--- src/rtl/rot_pkg.sv ---
// Shared constants for the multi-cycle rotator: FSM encoding, direction codes
// and the default datapath width.
package rot_pkg;

  typedef enum logic [1:0] {
    ST_IDLE = 2'd0,
    ST_ROT  = 2'd1,
    ST_DONE = 2'd2
  } state_t;

  localparam logic DIR_L = 1'b0;
  localparam logic DIR_R = 1'b1;

  localparam int DEFAULT_W = 4;

endpackage

--- src/rtl/rot_step.sv ---
// One-position rotator: every output bit is a 2:1 mux choosing between its
// left-hand and right-hand neighbour, with the direction code as the select.
module rot_mux2 (
  input  logic sel,
  input  logic a,
  input  logic b,
  output logic y
);
  assign y = sel ? b : a;
endmodule

module rot_step
  import rot_pkg::*;
#(
  parameter int W = DEFAULT_W
) (
  input  logic [W-1:0] din,
  input  logic         dir,
  output logic [W-1:0] dout
);

  logic sel_right;
  assign sel_right = (dir == DIR_R);

  // Left rotate pulls from bit i-1, right rotate from bit i+1, both wrapping.
  generate
    for (genvar gi = 0; gi < W; gi++) begin : g_bit
      rot_mux2 u_mux (
        .sel (sel_right),
        .a   (din[(gi + W - 1) % W]),
        .b   (din[(gi + 1) % W]),
        .y   (dout[gi])
      );
    end
  endgenerate

endmodule

--- src/rtl/rot_seq_ctrl.sv ---
// Sequencing controller: captures a word/amount/direction on start and applies
// the single-step rotator once per clock until the amount is used up.
module rot_seq_ctrl
  import rot_pkg::*;
#(
  parameter int W  = DEFAULT_W,
  parameter int AW = $clog2(W)
) (
  input  logic          clk,
  input  logic          rst,
  input  logic          start,
  input  logic [W-1:0]  din,
  input  logic [AW-1:0] amt,
  input  logic          dir,
  output logic          ready,
  output logic          busy,
  output logic          done,
  output logic [W-1:0]  dout
);

  state_t        state_reg, state_next;
  logic [W-1:0]  data_reg, data_next;
  logic [AW-1:0] cnt_reg, cnt_next;
  logic          dir_reg, dir_next;
  logic [W-1:0]  step_out;

  rot_step #(.W(W)) u_step (
    .din  (data_reg),
    .dir  (dir_reg),
    .dout (step_out)
  );

  always_ff @(posedge clk) begin
    if (rst) begin
      state_reg <= ST_IDLE;
      data_reg  <= '0;
      cnt_reg   <= '0;
      dir_reg   <= DIR_L;
    end else begin
      state_reg <= state_next;
      data_reg  <= data_next;
      cnt_reg   <= cnt_next;
      dir_reg   <= dir_next;
    end
  end

  always_comb begin
    state_next = state_reg;
    data_next  = data_reg;
    cnt_next   = cnt_reg;
    dir_next   = dir_reg;
    case (state_reg)
      ST_IDLE, ST_DONE: begin
        // DONE accepts a new request exactly like IDLE for back-to-back use.
        if (start) begin
          data_next  = din;
          cnt_next   = amt;
          dir_next   = dir;
          state_next = (amt == '0) ? ST_DONE : ST_ROT;
        end else if (state_reg == ST_DONE) begin
          state_next = ST_IDLE;
        end
      end
      ST_ROT: begin
        data_next = step_out;
        cnt_next  = cnt_reg - AW'(1);
        if (cnt_reg == AW'(1)) begin
          state_next = ST_DONE;
        end
      end
      default: state_next = ST_IDLE;
    endcase
  end

  assign ready = (state_reg == ST_IDLE) || (state_reg == ST_DONE);
  assign busy  = (state_reg == ST_ROT);
  assign done  = (state_reg == ST_DONE);
  assign dout  = data_reg;

endmodule

--- config.mk ---
export PLATFORM = sky130hd
export DESIGN_NAME = rot_seq_ctrl
export DESIGN_NICKNAME = d
export VERILOG_FILES = /design/src/rtl/rot_pkg.sv /design/src/rtl/rot_step.sv /design/src/rtl/rot_seq_ctrl.sv
export SDC_FILE = /design/constraint.sdc
export NUM_CORES = 1
export LEC_CHECK = 0
export BUFFER_PORTS_ARGS = -buffer_cell sky130_fd_sc_hd__buf_2
export CELL_PAD_IN_SITES_DETAIL_PLACEMENT = 2
export CELL_PAD_IN_SITES_GLOBAL_PLACEMENT = 2
export CORE_MARGIN = 2
export CORE_UTILIZATION = 25
export DETAILED_ROUTE_END_ITERATION = 10
export PLACE_DENSITY = 0.72
export SLEW_MARGIN = 30
export SYNTH_ARGS = -nofsm -noshare
export SYNTH_HDL_FRONTEND = slang
export SYNTH_SLANG_ARGS = --single-unit
--- constraint.sdc ---
create_clock -name clk -period 1.3 [get_ports clk]
set_clock_uncertainty 0.05 [all_clocks]
set_input_delay 0.065 -clock clk [delete_from_list [all_inputs] [get_ports clk]]
set_output_delay 0.065 -clock clk [all_outputs]
set_load 0.02 [all_outputs]
==> impl_metrics.json <==
{
  "max_stage_delay_ns": 0.30,
  "postLayoutCoreUtil_pct": 31.3,
  "critPathLaunchType": "flip-flop",
  "setup_slack_ns": 0.116,
  "dr_wl_met2_um": 652,
  "tightest_slew_ns": 0.287,
  "grt_pass1_vias": 507,
  "setup-tns-final_ns": 0,
  "ys_ff_latch": 9,
  "hold_class": "primary input to flip-flop",
  "dpl.hpwl_um": 1010,
  "top_layer_used": "met4",
  "power.leakage_nw": 0.261,
  "syn_to_final_growth_pct": 20.9,
  "arrival_ns": 1.27,
  "hold_ws_ns": 0.0343,
  "rsz0062_at_grt": "false",
  "io_pins": 17,
  "wl_um": 1300,
  "syn_inst": 61,
  "antenna_found_initial": 0,
  "drive_above_1_share_pct": 30.7,
  "synth_fp_nets": 72,
  "ys_seq_area_share_pct": 36.3,
  "status": "complete, no violations",
  "cts_max_path_buffers": 2,
  "initial_core_util_pct": 25.8,
  "finalMaxSlewViolations": 0,
  "irDropWorstVdd_uv": 433,
  "grt_max_degree": 10,
  "die_h_um": 48.6,
  "firstDrtPassIters": 3,
  "fin_crit_ns": 1.18,
  "post-cts-setup-buffers": 0,
  "hold_viol_final": 0,
  "root_buffer": "clkbuf_4",
  "drt-met1-wl_um": 555,
  "vias": 488,
  "max_freq_mhz": 844,
  "p_per_area_mw_per_mm2": 1220,
  "crit_cells": 4,
  "finalPower_uw": 731,
  "grt-ovfl-total": 0,
  "synth_top_flop_cell": "dfxtp_1",
  "end_kind": "flip-flop",
  "crit_fanout": 8,
  "synth.distinct_cells": 18,
  "whs_path_depth": 3,
  "synth-warning-count": 0,
  "cp.buffers_inverters": 1,
  "rows": 16,
  "num-nets-final": 87,
  "rr_worst_depth": 4,
  "crit_chain": "nand2b_2, buf_4, a211oi_1, a311oi_1",
  "grtUsageTotal_pct": 12.2,
  "cp.required_ns": 1.38,
  "drc": 0,
  "cts_inserted_buffers": 3,
  "timing.final.crit_share_pct": 91.1,
  "drtAntennaViolNets": 0,
  "antennaDiodeCount": 0,
  "crit_type": "flip-flop to flip-flop",
  "dr_wl_met3_um": 78,
  "syn_area_per_cell_um2": 8.14,
  "wl_per_cell_um": 12.7,
  "die_w_um": 48.6,
  "final-setup-viol-count": 0,
  "viasPerCell": 4.78,
  "cts_tree": "done",
  "htree_levels": 1,
  "drtIter0Drc": 2,
  "synth-edff-count": 0,
  "cp_slowest_cell": "dfxtp_1",
  "critical-path-top-delay-family": "flip-flops",
  "pre_cts_ws_ns": 0.0740,
  "clkLatencyLatePin_ns": 0.25,
  "clk_pin_slew_ns": 0.06,
  "netlist_area_um2": 497,
  "core_area_mm2": 0.00192,
  "maxCapViolations": 0,
  "dieArea_mm2": 0.00236,
  "portBuffers": 16,
  "relSlewSlack_pct": 80.9,
  "largest_register_ffs": 4,
  "clkSinkCount": 9,
  "routabilityCongestion": 0.742,
  "async_reset_ff_share_pct": 0,
  "grt_pass1_wl_um": 2140
}
-- logic make-up after synthesis --
family / Yosys count / synth area share, %
compound gates: 15 / 23.2
fa+ha+maj: 1 / 2.52
flops: 9 / 36.3
buf+inv: 12 / 15.6
simple gates: 24 / 22.4
-- metal layers --
metal  global-route usage [%]  vias up
li1                         -      236
met1                     13.1      240
met2                     19.9       10
met3                     4.94        2
met4                     7.62        0
met5                        0        -
-- tightest hold or removal path, stage by stage --
cell and delay (ns):
buf_2 0.10, nand2_1 0.05, a311oi_1 0.08
-- cells in the mapped netlist (2+ instances only) --
library cell / count / area, um^2
a311oi_1: 5 / 43.8
nor2_1: 4 / 15.0
buf_6: 2 / 22.5
nand2_1: 12 / 45.0
a211oi_1: 6 / 45.0
dfxtp_1: 9 / 180
inv_1: 3 / 11.3
nor2b_1: 5 / 31.3
buf_2: 2 / 10.0
nand2b_1: 2 / 12.5
buf_4: 4 / 30.0
-- repair_timing --
item                                    4_1_cts  5_1_grt
endpoints found under the setup margin        0        6
resized for setup                             0        2
endpoints found under the hold margin         1        0
hold buffers                                  1        0
-- worst paths after layout --
path	startpoint	to	slack (ns)
worst min register to register	cnt_reg[1]	cnt_reg[1]	0.44
worst min-delay path	din[0]	dout[0]	0.03
worst max register to register	state_reg[1]	dout[2]	0.12
worst max-delay path	state_reg[1]	dout[2]	0.12
-- where the power goes --
| part | switching (mW) | internal, mW |
|---|---|---|
| Combinational | 0.105 | 0.0797 |
| Clock | 0.0966 | 0.118 |
| Sequential | 0.0277 | 0.304 |
| Total | 0.229 | 0.502 |
-- cell type report --
class                           count  area [um^2]
Clock buffer                        4         26.3
Fill cell                         241         1320
Inverter                            3         11.3
Multi-Input combinational cell     40          244
Sequential cell                     9          180
Tap cell                           27         33.8
Timing Repair Buffer               19          105
-- cell usage in the layout (no fill, tap or decap), drive strengths merged --
| cell type | Yosys | final |
|---|---|---|
| a311oi | 5 | 5 |
| dlygate4sd3 | 0 | 1 |
| dfxtp | 9 | 9 |
| and2b | 1 | 1 |
| nor2 | 4 | 4 |
| buf | 9 | 18 |
| o21ai | 1 | 1 |
| a211oi | 6 | 6 |
| nand2 | 12 | 12 |
| nand2b | 2 | 2 |
| nor2b | 5 | 5 |
| clkbuf | 0 | 4 |
| o22a | 1 | 1 |
| inv | 3 | 3 |
| a21oi | 1 | 1 |
| a22oi | 1 | 1 |
| ha | 1 | 1 |
-- through the flow --
| step | cell area, um^2 | cells |
|---|---|---|
| CTS | 596 | 102 |
| detailed placement | 559 | 97 |
| finish | 601 | 102 |
| global route | 601 | 102 |
| floorplan | 497 | 61 |
| global placement | 559 | 97 |
No activity file was read; power rests on OpenSTA's default activity.
